`config.mk`:
```
export PLATFORM = sky130hd
export DESIGN_NAME = pc_fetch_unit_flat
export DESIGN_NICKNAME = d
export VERILOG_FILES = /design/src/rtl/pc_fetch_unit_pkg.sv /design/src/rtl/pc_fetch_unit_if.sv /design/src/rtl/pc_fetch_unit_next_pc_calc.sv /design/src/rtl/pc_fetch_unit.sv /design/src/flat_wrapper.sv
export SDC_FILE = /design/constraint.sdc
export NUM_CORES = 1
export LEC_CHECK = 0
export CAP_MARGIN = 20
export CELL_PAD_IN_SITES_DETAIL_PLACEMENT = 1
export CELL_PAD_IN_SITES_GLOBAL_PLACEMENT = 1
export CORE_UTILIZATION = 32
export DETAILED_ROUTE_END_ITERATION = 16
export GPL_TIMING_DRIVEN = 0
export PLACE_DENSITY_LB_ADDON = 0.1
export SLEW_MARGIN = 20
export SYNTH_ARGS = -nofsm -noshare
export SYNTH_HDL_FRONTEND = slang
export SYNTH_SLANG_ARGS = --single-unit
```
`constraint.sdc`:
```
create_clock -name clk -period 2.2 [get_ports clk]
set_input_delay 0.33 -clock clk [delete_from_list [all_inputs] [get_ports clk]]
set_output_delay 0.33 -clock clk [all_outputs]
set_load 0.005 [all_outputs]
```
`src/rtl/pc_fetch_unit_pkg.sv`:
```
// Shared definitions for the fetch stage: FSM state encoding and next-PC select codes.
// The branch-decision unit drives pc_sel using the same PC_SEL_* constants.
package pc_fetch_unit_pkg;

  typedef enum logic [1:0] {
    ST_BOOT  = 2'd0,
    ST_FETCH = 2'd1,
    ST_ISSUE = 2'd2
  } fetch_state_e;

  localparam logic [1:0] PC_SEL_SEQ = 2'b00;
  localparam logic [1:0] PC_SEL_BR  = 2'b01;
  localparam logic [1:0] PC_SEL_JMP = 2'b10;
  localparam logic [1:0] PC_SEL_ILL = 2'b11;

endpackage

```
`src/rtl/pc_fetch_unit_if.sv`:
```
// Instruction-memory req/ack bus between the fetch unit (master) and instruction memory (slave).
interface pc_fetch_unit_if #(
  parameter int PC_W    = 8,
  parameter int INSTR_W = 8
);

  logic               req;
  logic [PC_W-1:0]    addr;
  logic               ack;
  logic [INSTR_W-1:0] rdata;

  modport master (output req, output addr, input ack, input rdata);
  modport slave  (input req, input addr, output ack, output rdata);

endinterface

```
`src/rtl/pc_fetch_unit_next_pc_calc.sv`:
```
// Combinational next-PC selection from the address of the instruction being consumed.
// All arithmetic wraps modulo 2^PC_W.
module next_pc_calc
  import pc_fetch_unit_pkg::*;
#(
  parameter int PC_W = 8
) (
  input  logic [PC_W-1:0]        instr_pc,
  input  logic [1:0]             pc_sel,
  input  logic signed [PC_W-1:0] branch_off,
  input  logic [PC_W-1:0]        jump_addr,
  output logic [PC_W-1:0]        next_pc,
  output logic                   illegal
);

  always_comb begin
    next_pc = instr_pc + PC_W'(1);
    illegal = 1'b0;
    case (pc_sel)
      PC_SEL_BR:  next_pc = instr_pc + PC_W'(1) + $unsigned(branch_off);
      PC_SEL_JMP: next_pc = jump_addr;
      // Illegal select falls back to sequential so the core keeps running.
      PC_SEL_ILL: illegal = 1'b1;
      default:    next_pc = instr_pc + PC_W'(1);
    endcase
  end

endmodule

```
`src/rtl/pc_fetch_unit.sv`:
```
// PC register and single-outstanding instruction fetch: BOOT -> FETCH (req/ack) -> ISSUE (wait for decode).
// On consume the next PC comes from next_pc_calc and the retired counter advances.
module pc_fetch_unit
  import pc_fetch_unit_pkg::*;
#(
  parameter int              PC_W     = 8,
  parameter int              INSTR_W  = 8,
  parameter logic [PC_W-1:0] RESET_PC = 8'h00,
  parameter int              CNT_W    = 16
) (
  input  logic                   clk,
  input  logic                   rst_n,
  input  logic [1:0]             pc_sel,
  input  logic signed [PC_W-1:0] branch_off,
  input  logic [PC_W-1:0]        jump_addr,
  input  logic                   stall,
  pc_fetch_unit_if.master        imem,
  output logic [INSTR_W-1:0]     instr,
  output logic [PC_W-1:0]        instr_pc,
  output logic                   instr_valid,
  output logic [PC_W-1:0]        pc,
  output logic [CNT_W-1:0]       retired,
  output logic                   sel_err
);

  fetch_state_e       state_q, state_d;
  logic [PC_W-1:0]    pc_q, pc_d;
  logic [INSTR_W-1:0] instr_q, instr_d;
  logic [PC_W-1:0]    instr_pc_q, instr_pc_d;
  logic               valid_q, valid_d;
  logic [CNT_W-1:0]   retired_q, retired_d;
  logic               sel_err_q, sel_err_d;
  logic [PC_W-1:0]    next_pc;
  logic               sel_illegal;

  next_pc_calc #(.PC_W(PC_W)) u_next_pc (
    .instr_pc   (instr_pc_q),
    .pc_sel     (pc_sel),
    .branch_off (branch_off),
    .jump_addr  (jump_addr),
    .next_pc    (next_pc),
    .illegal    (sel_illegal)
  );

  // Request is decoded from state so an async reset drops it without waiting for an edge.
  assign imem.req    = (state_q == ST_FETCH);
  assign imem.addr   = pc_q;
  assign instr       = instr_q;
  assign instr_pc    = instr_pc_q;
  assign instr_valid = valid_q;
  assign pc          = pc_q;
  assign retired     = retired_q;
  assign sel_err     = sel_err_q;

  always_comb begin
    state_d    = state_q;
    pc_d       = pc_q;
    instr_d    = instr_q;
    instr_pc_d = instr_pc_q;
    valid_d    = valid_q;
    retired_d  = retired_q;
    sel_err_d  = sel_err_q;
    case (state_q)
      ST_BOOT: state_d = ST_FETCH;
      ST_FETCH: begin
        if (imem.ack) begin
          instr_d    = imem.rdata;
          instr_pc_d = pc_q;
          valid_d    = 1'b1;
          state_d    = ST_ISSUE;
        end
      end
      ST_ISSUE: begin
        if (valid_q && !stall) begin
          pc_d      = next_pc;
          valid_d   = 1'b0;
          retired_d = retired_q + CNT_W'(1);
          sel_err_d = sel_err_q | sel_illegal;
          state_d   = ST_FETCH;
        end
      end
      default: state_d = ST_BOOT;
    endcase
  end

  always_ff @(posedge clk or negedge rst_n) begin
    if (!rst_n) begin
      state_q    <= ST_BOOT;
      pc_q       <= RESET_PC;
      instr_q    <= '0;
      instr_pc_q <= '0;
      valid_q    <= 1'b0;
      retired_q  <= '0;
      sel_err_q  <= 1'b0;
    end else begin
      state_q    <= state_d;
      pc_q       <= pc_d;
      instr_q    <= instr_d;
      instr_pc_q <= instr_pc_d;
      valid_q    <= valid_d;
      retired_q  <= retired_d;
      sel_err_q  <= sel_err_d;
    end
  end

endmodule

```
`src/flat_wrapper.sv`:
```
// flat-port wrapper written by rule: the top's interface ports become plain ports
module pc_fetch_unit_flat import pc_fetch_unit_pkg::*;
#(
  parameter int              PC_W     = 8,
  parameter int              INSTR_W  = 8,
  parameter logic [PC_W-1:0] RESET_PC = 8'h00,
  parameter int              CNT_W    = 16
)
  (clk, rst_n, pc_sel, branch_off, jump_addr, stall, instr, instr_pc, instr_valid, pc, retired, sel_err, imem_req, imem_addr, imem_ack, imem_rdata);
  pc_fetch_unit_if #(.PC_W(PC_W), .INSTR_W(INSTR_W)) imem_i ();
  input  logic clk;
  input  logic rst_n;
  input  logic [1:0] pc_sel;
  input  logic signed [PC_W-1:0] branch_off;
  input  logic [PC_W-1:0] jump_addr;
  input  logic stall;
  output logic [INSTR_W-1:0] instr;
  output logic [PC_W-1:0] instr_pc;
  output logic instr_valid;
  output logic [PC_W-1:0] pc;
  output logic [CNT_W-1:0] retired;
  output logic sel_err;
  output wire logic [$bits(imem_i.req)-1:0] imem_req;
  output wire logic [$bits(imem_i.addr)-1:0] imem_addr;
  input wire logic [$bits(imem_i.ack)-1:0] imem_ack;
  input wire logic [$bits(imem_i.rdata)-1:0] imem_rdata;
  assign imem_req = imem_i.req;
  assign imem_addr = imem_i.addr;
  assign imem_i.ack = imem_ack;
  assign imem_i.rdata = imem_rdata;
  pc_fetch_unit #(.PC_W(PC_W), .INSTR_W(INSTR_W), .RESET_PC(RESET_PC), .CNT_W(CNT_W)) u_core (.clk(clk), .rst_n(rst_n), .pc_sel(pc_sel), .branch_off(branch_off), .jump_addr(jump_addr), .stall(stall), .imem(imem_i), .instr(instr), .instr_pc(instr_pc), .instr_valid(instr_valid), .pc(pc), .retired(retired), .sel_err(sel_err));
endmodule
```
### Word level (Yosys, flattened, before mapping)

Cells that the tools add are included.
W data, S select, Z words.

* bits in writable memories: 0
* logic and storage cells: 34
* latch bits: 0
* ROM bits: 0
* input bits: 30
* memories: 0
* flip-flop bits (word level): 44

* mux-type cells: 8
* bitwise logic cells: 1
* add/sub/neg operators: 3
* $lt $le $gt $ge: 0
* shift operators: 0
* divide/modulo/power cells: 0
* $mul: 0
* reduce and logical (&&, ||, !) cells: 8
* eq/ne operators: 7

Operators with widths (count)
* $add A16 B1 Y16 const B: 1
* $pmux W8 S2: 1
* $add A8 B1 Y8 const B: 1
* $add A8 B8 Y8: 1
* $eq A2 B2 Y1 const B: 3
* $pmux W2 S3: 1
* $reduce_and A2 Y1: 3
* $eq A2 B1 Y1 const B: 2
* $mux W2: 2
* $ne A2 B1 Y1 const B: 2
* $mux W1: 3
* $reduce_and A3 Y1: 1
* $logic_not A2 Y1: 1
* $pmux W1 S2: 1
* $reduce_bool A2 Y1: 1
* $logic_and A1 B1 Y1: 1
* $logic_not A1 Y1: 1
* $or A1 B1 Y1: 1

### Logic depth before layout (Yosys ltp)

* word-level depth: 4
* mapped depth: 10

### Modules after synthesis

From an unflattened synthesis, not the netlist that was laid out.

* cells, all modules: 222
* area total of the unflattened synthesis: 2454.9 µm²

By module, submodules not included
* pc_fetch_unit: area each 1834.3 µm², times used 1, cells each 136
* next_pc_calc: area each 620.6 µm², times used 1, cells each 86

### Least setup slack after synthesis

Ideal clock, no wire load.

* kind: reg-to-reg
* start point: register u_core.instr_pc_q[0] (netlist: u_core.instr_pc[0])
* end point: register u_core.pc_q[7] (netlist: u_core.imem.addr[7])
* cell stages (with the launch flop): 11
* path slack: -0.071 ns
* buffers on the path: 0
* arrival time: 2.134 ns
* path through: dfrtp_1 -> ha_1 -> nand3_1 -> xnor2_1 -> ha_1 -> nand3_1 -> o211ai_1 -> o41ai_2 -> xnor2_1 -> mux2i_1 -> o32ai_2

* longest elaborated chain between the ends: 3

RTL lines
* start: declaration: line pc_fetch_unit.sv:29 `logic [PC_W-1:0] instr_pc_q, instr_pc_d;`
* start signal: assignment: line pc_fetch_unit.sv:99 `instr_pc_q <= instr_pc_d;`
* $add A8 B1 Y8 (*): line pc_fetch_unit_next_pc_calc.sv:17, pc_fetch_unit_next_pc_calc.sv:20, pc_fetch_unit_next_pc_calc.sv:24
* $add A8 B8 Y8: line pc_fetch_unit_next_pc_calc.sv:20 `PC_SEL_BR: next_pc = instr_pc + PC_W'(1) + $unsigned(branch_off);`
* $pmux W8 S2 (*): line pc_fetch_unit_next_pc_calc.sv:19 `case (pc_sel)`
* end signal: assignment: line pc_fetch_unit.sv:97 `pc_q <= pc_d;`
* end: declaration: line pc_fetch_unit.sv:27 `logic [PC_W-1:0] pc_q, pc_d;`

Every way passes the cells marked *; elsewhere a longest branch is shown, timed or not.
A chain may end at the register's enable or synchronous reset.

### Worst setup path in the final report

Same ends and word-level chain as after synthesis.

==> flow_metrics.tcl <==
set metrics [dict create \
    cp-start-kind "register" \
    numCtsBuffers 5 \
    post-route-min-period_ps 2320 \
    drtIter0Drc 47 \
    antenna_found_initial 0 \
    die_w_um 89.9 \
    num_vias 2045 \
    hold_start "u_core.sel_err" \
    yosys_most_used_dff "dfrtp_1" \
    rsz0062_at_grt "yes" \
    netlist_top_cells_area "dfrtp_1 45%, mux2_2 7.3%, xnor2_1 6.7%" \
    tritoncts "built" \
    clkPwrFrac 0.130 \
    clockRootBuffer "clkbuf_8" \
    power_frac_comb 0.538 \
    peakVddDrop_mv 0.507 \
    seq_area_um2 1110 \
    dieHeight_um 89.9 \
    postRouteWirelength_mm 6.50 \
    critPathLaunch "u_core.instr_pc[0]" \
    gp_routability_congestion 0.741 \
    nFillCells 827 \
    clock-sinks 44 \
    grt_remaining_overflow 0 \
    maxCapViolCount 0 \
    cts_max_path_buffers 2 \
    relSlewSlack 0.649 \
    syn_nets 269 \
    yosys.area_share.adder 0.0688 \
    final_core_util 0.498 \
    rrSetupSlack_ps -120 \
    ant_nets 0 \
    yosysTopAreaCell "dfrtp_1" \
    grt_pass1_wl_mm 11.3 \
    synth_area_per_cell_um2 10.9 \
    intPower_mw 2.71 \
    setup_tns_ps -154 \
    hold_viol 0 \
    yosys.area_share.simple 0.148 \
    final_common_cell "clkdlybuf4s50_1" \
    r2r_cells 10 \
    diodes 0 \
    fin_ws_ps -122 \
    start_util 0.335 \
    drc 0 \
    p_sw_mw 1.41 \
    dpl.hpwl_mm 4.83 \
    fin_skew_ps 4.76 \
    layout-drive-gt1-share 0.235 \
    track_usage 0.174 \
    final_cell_mix "79 x clkdlybuf4s50_1, 39 x dfrtp_1, 20 x nand2_1" \
    dr.max_layer_used "met4" \
    power.leakage_nw 1.61 \
    synthDistinctLibCells 45 \
    port-buffer-count 80 \
    holdPathStages 1 \
    grt_max_degree 26 \
    worstPathCellList "buf_6, nand3_1, xnor2_2, ha_1, nand3_1, o211ai_1, o41ai_2, xnor2_1, mux2i_1, o32ai_2" \
    syn_inst 226 \
    cp-end-kind "register" \
    routedWlPerCell_um 15.4 \
    die-area_um2 8080 \
    clk_latency_ps 290 \
    clkTransAtPathRegs_ps 90 \
    multi_input_area_um2 1320 \
    fin_crit_sh 1.06 \
    drt-met1-wl_mm 3.04 \
    power_switching_share 0.342 \
    synth_xor_area_frac 0.0911 \
    power_mw 4.13 \
    cp_max_fo 6 \
    syn_to_final_growth_pct 48.6 \
    max_freq_ghz 0.431 \
    power_frac_seq 0.332 \
    status "finished with violations" \
    route.met2.wl_mm 3.17 \
    holdPathEnd "u_core.sel_err" \
    core_um2 7370 \
    synth-edff-count 0 \
    synth-compound-area-share 0.104 \
    violations "setup timing" \
    first_pass_iters 5 \
    seq_area_frac_synth 0.445 \
    cp_top_family "compound AO/OA/AOI/OAI gates" \
    worstPathRequired_ps 2360 \
    path_common_cell "nand3_1" \
    synthArstFlopShare 1.00 \
    drv_slew 0 \
    path_class "reg -> reg" \
    syn_area_um2 2470 \
    ys_ff_latch 44 \
    slowest_stage "dfrtp_2" \
    fin_nets 366 \
    pre_cts_ws_ps -462 \
    worst_pin_slew_ps 526 \
    setup_violations 2 \
    r2r-start "u_core.instr_pc[0]" \
    yosysTopAreaCellShare 0.445 \
    yosysWarnings 0 \
    num_rows 31 \
    critPathMaxStageDelay_ps 410 \
    p_per_area_nw_per_um2 1120 \
    critPathBufInv 1 \
    synth_top_family_by_area "simple AND/OR/NAND/NOR gates" \
    min_path_type "reg -> reg" \
    yosys-mux-area-fraction 0.0850 \
    htreeDepth 2 \
    ios 81 \
    crit_arrival_ps 2480 \
    via_per_inst 4.83 \
    dr_wl_met3_um 270 \
    r2r-end "u_core.imem.addr[7]" \
    grt_pass1_vias 2176 \
]
## registers in the layout, summed over array words and instances, names as in the netlist
name,count
u_core.imem.addr,8
u_core.instr,8
u_core.instr_pc,8
u_core.instr_valid,1
u_core.retired,16
u_core.sel_err,1
u_core.state_q,2
## worst register-to-register path, delay by kind of cell, from the launching register on
| kind | cells | cell delay, ps |
|---|---|---|
| fa+ha+maj | 1 | 330 |
| mux | 1 | 250 |
| compound gates | 3 | 500 |
| xor+xnor | 2 | 350 |
| buf+inv | 1 | 140 |
| simple gates | 2 | 210 |
| flops | 1 | 410 |
## cells in the mapped netlist (all sizes together), types with 2 or more instances
cell type,n
o21a,2
ha,12
buf,12
o31ai,3
xnor2,21
o21ai,6
a21o,2
nor2,11
o22ai,2
nor2b,2
nand4,4
nand3,12
mux2i,3
and2,2
nor3,2
a221oi,3
nand2,21
inv,10
and4,2
a211oi,2
mux2,16
clkbuf,3
and3,6
xor2,3
dfrtp,44
a21oi,9
## metal layers
layer | global-route usage | vias to the layer above
met5 | 0 | -
met4 | 0.0242 | 0
met3 | 0.0398 | 2
met2 | 0.283 | 53
met1 | 0.243 | 1013
li1 | - | 977
## logic make-up after synthesis
kind of cell	Yosys count
simple gates	65
flops	44
compound gates	36
buf+inv	25
xor+xnor	24
mux	19
fa+ha+maj	13
## what timing repair did
| action | 4_1_cts | 5_1_grt |
|---|---|---|
| setup buffers | 6 | 2 |
| resized for setup | 14 | 4 |
| endpoints found under the hold margin | 17 | 0 |
| pin swaps | 5 | 4 |
| hold buffers | 1 | 0 |
| endpoints found under the setup margin | 5 | 4 |
## power groups by stage
stage	clock network, mW	logic (mW)	registers, mW
2_1_floorplan	0	1.02	1.34
3_3_place_gp	0	1.95	1.38
3_5_place_dp	0	2.00	1.40
4_1_cts	0.558	2.20	1.38
5_1_grt	0.587	2.43	1.43
6_report	0.537	2.22	1.37
## worst max-delay path by stage
stage,to,slack (ps),cells after the start
6_report,u_core.imem.addr[7],-120,10
5_1_grt,u_core.imem.addr[7],-290,10
4_1_cts,u_core.imem.addr[7],-170,10
3_5_place_dp,u_core.imem.addr[7],-460,10
3_3_place_gp,u_core.instr[4],-500,1
2_1_floorplan,u_core.imem.addr[7],-70,10
## through the flow
stage / hold WS, ps / cells / instance area (um^2)
2_1_floorplan: 34.4 / 226 / 2470
6_report: 465 / 423 / 3670
4_1_cts: 473 / 421 / 3640
3_5_place_dp: 322 / 406 / 3410
5_1_grt: 494 / 423 / 3670
3_3_place_gp: 449 / 405 / 3400
## cell type report
cell class	instances	area share
Buffer	15	0.0283
Clock inverter	2	0.00272
Timing Repair Buffer	90	0.242
Sequential cell	44	0.301
Inverter	10	0.0102
Multi-Input combinational cell	157	0.359
Clock buffer	6	0.0225
Tap cell	99	0.0337
No activity file was read; power rests on OpenSTA's default activity.
